[config.mk]
export PLATFORM = sky130hd
export DESIGN_NAME = pipe_hazard_ctrl
export DESIGN_NICKNAME = d
export VERILOG_FILES = /design/src/rtl/pipe_hazard_ctrl.sv
export SDC_FILE = /design/constraint.sdc
export NUM_CORES = 1
export LEC_CHECK = 0
export ABC_AREA = 1
export BUFFER_PORTS_ARGS = -buffer_cell sky130_fd_sc_hd__buf_2
export CAP_MARGIN = 20
export CORE_ASPECT_RATIO = 0.5
export CORE_MARGIN = 4
export CORE_UTILIZATION = 30
export DETAILED_ROUTE_END_ITERATION = 16
export GPL_TIMING_DRIVEN = 0
export SKIP_CTS_REPAIR_TIMING = 1
export SYNTH_ARGS = -nofsm -noshare
export SYNTH_HDL_FRONTEND = slang
export SYNTH_SLANG_ARGS = --single-unit
[constraint.sdc]
create_clock -name clk -period 4.95 [get_ports clk]
set_input_delay 0.7425 -clock clk [delete_from_list [all_inputs] [get_ports clk]]
set_output_delay 0.7425 -clock clk [all_outputs]
set_load 0.02 [all_outputs]
[src/rtl/pipe_hazard_ctrl.sv]
// pipe_hazard_ctrl: stall/flush sequencer for a 5-stage pipeline covering load-use,
// taken branches, multi-cycle EX ops and external freeze, with a saturating stall counter.
module pipe_hazard_ctrl #(
   parameter int MC_CYCLES = 4,
   parameter int CNT_W     = 16
) (
   input  logic             clk,
   input  logic             rst_n,
   input  logic [4:0]       id_rs,
   input  logic [4:0]       id_rt,
   input  logic             id_uses_rs,
   input  logic             id_uses_rt,
   input  logic             ex_mem_read,
   input  logic [4:0]       ex_rd,
   input  logic             ex_mc_start,
   input  logic             br_taken,
   input  logic             ext_hold,
   output logic             stall_if,
   output logic             stall_id,
   output logic             stall_ex,
   output logic             pc_sel,
   output logic             flush_id,
   output logic             flush_ex,
   output logic             bubble_mem,
   output logic             mc_busy,
   output logic [CNT_W-1:0] stall_cnt
);
   typedef enum logic {RUN, MC_WAIT} state_t;
   state_t     state, state_nx;
   logic [3:0] mc_cnt, mc_cnt_nx;
   logic       load_use;
   assign load_use = ex_mem_read && (ex_rd != 5'd0) &&
                     ((id_uses_rs && id_rs == ex_rd) || (id_uses_rt && id_rt == ex_rd));
   always_ff @(posedge clk or negedge rst_n) begin
      if (!rst_n) begin
         state     <= RUN;
         mc_cnt    <= 4'd0;
         stall_cnt <= '0;
      end else begin
         state  <= state_nx;
         mc_cnt <= mc_cnt_nx;
         if (stall_if && stall_cnt != '1) stall_cnt <= stall_cnt + CNT_W'(1);
      end
   end
   // Outputs are forced low while reset is held so downstream stages see no stray control.
   always_comb begin
      state_nx   = state;
      mc_cnt_nx  = mc_cnt;
      stall_if   = 1'b0;
      stall_id   = 1'b0;
      stall_ex   = 1'b0;
      pc_sel     = 1'b0;
      flush_id   = 1'b0;
      flush_ex   = 1'b0;
      bubble_mem = 1'b0;
      mc_busy    = 1'b0;
      if (!rst_n) begin
         state_nx  = RUN;
         mc_cnt_nx = 4'd0;
      end else if (ext_hold) begin
         {stall_if, stall_id, stall_ex, bubble_mem} = 4'hf;
         mc_busy = (state == MC_WAIT);
      end else if (state == MC_WAIT) begin
         mc_busy = 1'b1;
         if (mc_cnt != 4'd0) begin
            {stall_if, stall_id, stall_ex, bubble_mem} = 4'hf;
            mc_cnt_nx = mc_cnt - 4'd1;
         end else begin
            state_nx = RUN;
         end
      end else if (ex_mc_start) begin
         {stall_if, stall_id, stall_ex, bubble_mem, mc_busy} = 5'h1f;
         state_nx  = MC_WAIT;
         mc_cnt_nx = 4'(MC_CYCLES - 2);
      end else if (br_taken) begin
         {pc_sel, flush_id, flush_ex} = 3'b111;
      end else if (load_use) begin
         {stall_if, stall_id, flush_ex} = 3'b111;
      end
   end
endmodule

# Word-level counts from Yosys, hierarchy flattened
# Index checks and enable logic that the tools add are counted.
dict set report totals {
  regBits 21
  input_bits 23
  out_inout_bits 24
  word_cells 51
}
dict set report op_classes {
  add_sub_neg 2
  n_eq_ne 6
  mux 31
  n_reduce_logical 9
}
# operator count
set op_table {}
lappend op_table {{1-bit 2-to-1 mux} 26}
lappend op_table {{4-bit 2-to-1 mux} 5}
lappend op_table {{16-bit by 1-bit adder with 16-bit output, second input constant} 1}
lappend op_table {{16-bit inequality test, second input constant} 1}
lappend op_table {{5-bit == test} 2}
lappend op_table {{1-bit logical AND} 5}
lappend op_table {{5-bit nonzero test} 1}
lappend op_table {{4-bit nonzero test} 1}
lappend op_table {{4-bit by 1-bit subtractor with 4-bit output, second input constant} 1}
lappend op_table {{3-bit by 1-bit inequality test with 1-bit output, second input constant} 1}
lappend op_table {{3-bit by 2-bit inequality test with 1-bit output, second input constant} 1}
lappend op_table {{3-bit AND reduction} 1}
lappend op_table {{2-bit inequality test, second input constant} 1}
lappend op_table {{1-bit logical OR} 1}

# Logic depth before layout (Yosys ltp)
# Gate-level depths: netlist (run 1).
dict set report logic_depth {
  word_depth 11
  mapped_depth 12
  depth_no_buf 11
}

# Worst setup path after synthesis (run 1)
# OpenSTA, ideal clock, no wires.
dict set report synth_timing {
  kind {in2out}
  start {input port ex_rd[3]}
  end {output port stall_if}
  arrival_ns 1.754
  required_ns 4.208
  path_slack_ns 2.454
  stages 10
  n_path_buf 2
  path_cell_list {inv_1 nand2_1 nand2_1 nor2_1 nand3_1 nand2_1 nand3_1 nand2_2 buf_2 buf_4}
}
dict set report synth_between {
  elab_chain_cells 10
  word_cells_on_any_way 14
  cone_classes {eq/ne (2); mux (6); reduce/logical (6)}
}
# element line_no
set synth_lines {}
lappend synth_lines {{from (decl)} 14} ;# input logic [4:0] ex_rd,
lappend synth_lines {{5-bit == test} 33} ;# ((id_uses_rs && id_rs == ex_rd) || (id_uses_rt && id_rt == ex_rd));
lappend synth_lines {{1-bit logical AND} 33}
lappend synth_lines {{1-bit logical OR} 33}
lappend synth_lines {{1-bit logical AND *} 32} ;# assign load_use = ex_mem_read && (ex_rd != 5'd0) &&
lappend synth_lines {{1-bit 2-to-1 mux * (6 in series)} -}
lappend synth_lines {{to (decl)} 18} ;# output logic stall_if,
# Mark *: on every way between the ends. The rest lies on a longest branch, timed or not.

# Final worst setup path (run 1)
dict set report layout_timing {
  start {input port rst_n}
  end {output port stall_if}
}
dict set report layout_between {
  elab_chain_cells 1
}
# element line_no
set layout_lines {}
lappend layout_lines {{from (decl)} 8} ;# input logic rst_n,
lappend layout_lines {{1-bit 2-to-1 mux} 57} ;# if (!rst_n) begin
# Every way passes these cells.

==> out/qor.txt, run 1 <==
setup TNS - 0 ns
sink count of the clock tree - 21
leakage power total - 1.13 nW
slowest CP cell - buf_2
number of placed cells counting well taps - 353
count of mapped cells out of synthesis - 237
number of placement rows - 18
worst r2r path cells - 9
top cell family by delay on the critical path - buffers and inverters
Routed wire per std cell - 10.9 um
total power consumption of the routed design - 0.000483 W
initial antenna violation count - 0
worst slew pin tran - 0.534 ns
portion of the post-synthesis area used by sequential elements - 33.6%
Critical path buffers and inverters - 5
pin count of the biggest net entering global routing - 25
number of I/O pins - 47
sort of element at the start of the critical path - primary input
first-pass detailed-route iteration total - 4
number of distinct library cells after synthesis - 22
count of input and output buffers - 46
chip width - 110 um
max-cap check violation count - 0
Post-Syn Area per Cell - 6.59 sq um
first-pass GRT wire length - 6580 um
final std cells w/o fill - 357
post-route fraction of the period consumed by the critical path - 62.4%
Commonest cells post-synth - nand2_1, inv_1, nor2_1
run status - completed
total length of routed wires - 3890 um
remaining max-slew budget at the tightest pin - 64.4%
number of antenna-violating nets in the routed design - 0
drt drc - 0
count of flip-flops with a built-in enable after synthesis - 0
worst supply voltage drop on vdd - 0.0867 mV
CP max stage delay - 0.43 ns
critical setup path kind - primary input to output port
half-perimeter wire length after placement - 3070 um
Via-to-Cell Ratio - 4.47
number of global-route vias before repair - 1496
number of vias after detailed routing - 1596
type of the most critical hold path - primary input to async pin
worst-case clock skew - 0.00227 ns
instance area at placement - 1880 sq um
standard cell core area - 4980 sq um
total power divided by cell area - 251 nW/um^2
number of CTS-inserted buffers - 3
largest cells by area after synthesis - dfrtp_1, nand2_1, inv_1
endpoint type of the worst setup path - output port
all-layer global routing usage - 12.6%
maximum count of clock buffers along a single path - 2
main flop type after synthesis - dfrtp_1
# H-tree levels - 1
Yosys top cell area share - 33.6%
clock tree from TritonCTS - done
top cell type by total area after synthesis - dfrtp_1
critical path cell sequence - buf_2 > inv_1 > nor3_1 > nand3_1 > nand2_2 > buf_2 > buf_4 > buf_2
full die area - 6500 sq um
Top cell by count, worst path - buf_2
starting density of the core - 31.4%
required time worst endpoint - 4.21 ns
fraction of registers with async set/reset - 100%
final critical-path required period - 3.09 ns
total global routing overflow - 0
number of max-slew violations in the final report - 0
final setup vio count - 0
# fillers - 542
Post-Layout Inst Area - 1930 sq um
synth warn - 0
die span in y - 59.0 um
number of violations reported at the end of detailed-routing iteration 0 - 123
number of hold violations in the final report - 0
post-synthesis sequential element count - 21
worst skew pair latency - 0.26 ns
largest driver fanout on the critical path - 24
post-synth design cell area - 1560 sq um
net count after synthesis - 263
leading cell type by number of instances after synthesis - nand2_1
number of antenna cells inserted - 0
layout overhead on the synthesized area - 23.3%
Total Nets Final - 314
clock transition at the registers of the reported paths - 0.08 ns
arrival time of data at the critical path endpoint - 2.34 ns
unrepaired setup endpoints after global routing - no
cell at the root of the clock tree - clkbuf_8
fmax - 324 MHz
fraction of final layout cells with drive strength greater than 1 - 21.6%
path length in cells of the critical path - 8
placer congestion estimate - 0.837
-- routing by layer --
layer	routed length (um)	share of wire [%]	GRT usage [%]
met1	1820	47	16.0
met2	1750	45	22.2
met3	307	7.9	2.94
met4	18	0.46	2.31
met5	0	0	0
-- worst reg2reg max path, stage by stage, from the launching register on --
cell and delay, ns:
dfrtp_1 0.42, ha_1 0.21, nand2_1 0.13, nor3_4 0.25, nand2_2 0.11, nor2_4 0.12, nand3_4 0.13, buf_2 0.23
nand3_1 0.11, nand2_1 0.06
-- where the power goes --
part | total [W] | internal (W) | switching (W)
logic | 0.000152 | 0.0000558 | 0.0000959
clock network | 0.000115 | 0.0000562 | 0.0000591
registers | 0.000216 | 0.000191 | 0.0000246
-- stage by stage --
stage	utilization, %	hold slack, ns	setup WS [ns]
floorplan	-	0.447	2.45
global placement	37.8	0.485	1.83
detailed placement	37.8	0.486	1.81
CTS	38.7	0.464	1.81
global route	38.7	0.491	1.57
finish	38.7	0.450	1.86
-- cells by family (layout without fill, tap and decap cells) --
kind of cell               Yosys count  count (layout)  share of synthesized area, %
xor gates and xnor gates            15              15                          8.41
adders and majority gates            3               3                          2.40
DFF                                 21              21                          33.6
buffers and inverters               42              92                          11.4
and+or+nand+nor                    148             148                          41.5
AOI/OAI and AO/OA                    8               8                          2.64
-- final cells by class --
class / instances / area, sq um / area share [%]
multi-input cells: 174 / 858 / 44.5
repair buffers: 46 / 230 / 11.9
clock inverters: 1 / 5.00 / 0.260
inverters: 36 / 135 / 7.01
well taps: 70 / 87.6 / 4.55
flip-flops and latches: 21 / 526 / 27.3
clock buffers: 3 / 41.3 / 2.14
plain buffers: 6 / 43.8 / 2.27
-- state kept, by name, indices dropped and copies added, names as in the netlist --
register	flops
mc_cnt	4
stall_cnt	16
state	1
-- path summary, 6_finish.rpt --
| path | startpoint | endpoint | slack (ns) |
|---|---|---|---|
| hold / removal | rst_n | stall_cnt[9] | 0.45 |
| setup reg to reg | stall_cnt[0] | stall_cnt[14] | 3.07 |
| min in group clk | mc_cnt[0] | mc_cnt[0] | 0.49 |
| max in group asynchronous | rst_n | stall_cnt[7] | 4.15 |
| hold reg to reg | mc_cnt[0] | mc_cnt[0] | 0.49 |
| setup / recovery | rst_n | stall_if | 1.86 |
-- layout by cell type, fill, tap and decap left out, drive strengths merged --
master / count
nor2: 27
nand2: 86
clkbuf: 3
nand4: 4
xor2: 11
o22ai: 1
dfrtp: 21
clkinv: 1
inv: 36
o21ai: 5
xnor2: 4
a21oi: 2
ha: 3
buf: 52
nand3: 26
nor3: 5
No activity file was read; power rests on OpenSTA's default activity.
==> run 2: changes to the inputs <==
ABC_AREA = 0   (was 1)
clock period = 2.57 ns   (was 4.95 ns; I/O delays follow)
==> out/qor.txt, run 2 <==
worst r2r path cells - 9 (unchanged)
fraction of final layout cells with drive strength greater than 1 - 34.3% (+13 points)
flip-flop count of the largest register after layout - 16 (unchanged)
Commonest cells post-synth - dfrtp_1, xnor2_1, xor2_1
largest driver fanout on the critical path - 4 (-83%)
number of antenna-violating nets in the routed design - 0 (unchanged)
unrepaired setup endpoints after global routing - no
worst slew pin tran - 0.583 ns (+0.0493 ns)
total length of routed wires - 2780 um (-29%)
startpoint of the worst setup timing path - mc_cnt[0]
starting density of the core - 32.0% (+0.57 points)
number of vias after detailed routing - 1077 (-33%)
remaining max-slew budget at the tightest pin - 61.1% (-3.3 points)
largest cells by area after synthesis - dfrtp_1, xnor2_1, xor2_1
total power consumption of the routed design - 0.000989 W (+100%)
top cell type by total area after synthesis - dfrtp_1
first-pass GRT wire length - 4400 um (-33%)
number of antenna cells inserted - 0 (unchanged)
simple-gate share of the synthesized area - 22.8% (-19 points)
run status - completed
half-perimeter wire length after placement - 2210 um (-28%)
commonest non-fill, non-tap cell in the layout - buf_2
setup TNS - 0 ns (unchanged)
CP max stage delay - 0.41 ns (-0.02 ns)
leakage power total - 0.755 nW (-33%)
slowest CP cell - dfrtp_1
register bank with the most flops - stall_cnt
number of CTS-inserted buffers - 3 (unchanged)
Total Nets Final - 205 (-35%)
dominant combinational cell family by area after synthesis - simple AND/OR/NAND/NOR gates
Post-Syn Area per Cell - 10.0 sq um (+52%)
first-pass detailed-route iteration total - 4 (unchanged)
number of hold violations in the final report - 0 (unchanged)
fraction of registers with async set/reset - 100% (unchanged)
maximum count of clock buffers along a single path - 2 (unchanged)
multiplexer fraction of the synthesized cell area - 2.64% (+2.6 points)
post-synthesis sequential element count - 21 (unchanged)
clock transition at the registers of the reported paths - 0.08 ns (about the same)
layout overhead on the synthesized area - 27.4%
# H-tree levels - 1 (unchanged)
all-layer global routing usage - 10.1% (-2.5 points)
worst-case clock skew - 0.00661 ns (+0.00434 ns)
required time worst endpoint - 2.18 ns (-2.03 ns)
Yosys top cell area share - 41.1% (+7.4 points)
count of mapped cells out of synthesis - 128 (-46%)
pin count of the biggest net entering global routing - 31 (+24%)
arrival time of data at the critical path endpoint - 1.96 ns (-0.38 ns)
number of global-route vias before repair - 964 (-36%)
Critical path buffers and inverters - 3 (-2)
fmax - 427 MHz
critical setup path kind - flop to output port
full die area - 5440 sq um (-16%)
initial antenna violation count - 0 (unchanged)
max-cap check violation count - 0 (unchanged)
XOR/XNOR Fraction of Synth Area - 17.1% (+8.7 points)
endpoint type of the worst setup path - output port
# fillers - 420 (-23%)
Via-to-Cell Ratio - 4.64 (+3.8%)
clock tree from TritonCTS - done
main flop type after synthesis - dfrtp_1
number of max-slew violations in the final report - 0 (unchanged)
post-route fraction of the period consumed by the critical path - 91.2%
number of distinct library cells after synthesis - 35 (+59%)
synth warn - 0 (unchanged)
sink count of the clock tree - 21 (unchanged)
die span in y - 54.2 um (-8.2%)
area fraction in compound gates after synthesis - 8.80% (+6.2 points)
total global routing overflow - 0 (unchanged)
total power divided by cell area - 607 nW/um^2 (+140%)
final critical-path required period - 2.34 ns
placer congestion estimate - 0.686 (-18%)
worst skew pair latency - 0.26 ns (about the same)
standard cell core area - 4000 sq um (-20%)
top cell family by delay on the critical path - compound AO/OA/AOI/OAI gates
net count after synthesis - 154 (-41%)
post-synthesis share of cell area spent on full adders, half adders and majority gates - 2.93% (+0.53 points)
critical path cell sequence - inv_1 > ha_1 > nor3b_1 > a21oi_1 > o21ai_2 > o31ai_1 > buf_4 > buf_2
count of flip-flops with a built-in enable after synthesis - 0 (unchanged)
number of placement rows - 16 (-2)
portion of the post-synthesis area used by sequential elements - 41.1% (+7.4 points)
number of violations reported at the end of detailed-routing iteration 0 - 26 (-79%)
path length in cells of the critical path - 8 (unchanged)
cell at the root of the clock tree - clkbuf_8
Routed wire per std cell - 12.0 um (+10%)
highest-count cells in the layout ignoring fill and taps - buf_2, dfrtp_1, xnor2_1, xor2_1, nand4_1
chip width - 100 um (-8.8%)
drt drc - 0 (unchanged)
count of input and output buffers - 46 (unchanged)
registers with the most flip-flops - stall_cnt x16, mc_cnt x4, state x1
leading cell type by number of instances after synthesis - dfrtp_1
sort of element at the start of the critical path - flop
type of the most critical hold path - primary input to async pin
number of I/O pins - 47 (unchanged)
worst supply voltage drop on vdd - 0.279 mV (+220%)
worst reg2reg path startpoint - mc_cnt[0]
post-synth design cell area - 1280 sq um (-18%)
final setup vio count - 0 (unchanged)
-- run 2: final timing paths --
check                                 to  slack [ns]
max                             stall_if        0.23
min                         stall_cnt[3]        0.11
max reg2reg                    mc_cnt[2]        0.58
min reg2reg                stall_cnt[13]        0.50
max in group asynchronous      mc_cnt[2]        2.07
min in group clk                   state        0.43
-- run 2: final cells by class --
cell class | count | area, sq um | area share (%)
inverters | 3 | 11.3 | 0.691
flip-flops and latches | 21 | 526 | 32.2
plain buffers | 8 | 48.8 | 2.99
well taps | 54 | 67.6 | 4.14
clock inverters | 1 | 7.51 | 0.460
repair buffers | 46 | 230 | 14.1
clock buffers | 3 | 41.3 | 2.53
multi-input cells | 96 | 698 | 42.8
-- run 2: stage by stage --
step / setup slack (ns) / hold WS (ns) / instances / area, sq um / utilization (%)
after floorplan: 0.263 / 0.0899 / 128 / 1280 / -
final: 0.227 / 0.108 / 232 / 1630 / 40.7
after CTS: -0.0798 / 0.121 / 232 / 1630 / 40.6
after detailed placement: -0.00952 / 0.420 / 228 / 1580 / 39.4
after global routing: 0.0571 / 0.148 / 232 / 1630 / 40.7
after global placement: 0.0247 / 0.414 / 228 / 1580 / 39.4
-- run 2: logic make-up after synthesis --
| group | count (synthesis) |
|---|---|
| compound gates | 15 |
| xor+xnor | 25 |
| fa+ha+maj | 3 |
| buf+inv | 11 |
| flops | 21 |
| mux | 3 |
| simple gates | 50 |
-- run 2: report_power, final --
group | internal [W] | leakage (nW) | switching, W
Combinational | 0.000138 | 0.452 | 0.000191
Sequential | 0.000380 | 0.281 | 0.0000583
Clock | 0.000110 | 0.0217 | 0.000112
-- run 2: routing by layer --
layer | vias up | part of all wire, % | global-route usage [%]
li1 | 550 | - | -
met5 | - | 0 | 0
met4 | 0 | 0.25 | 2.01
met2 | 14 | 52 | 17.4
met1 | 511 | 45 | 13.1
met3 | 2 | 3.0 | 2.33
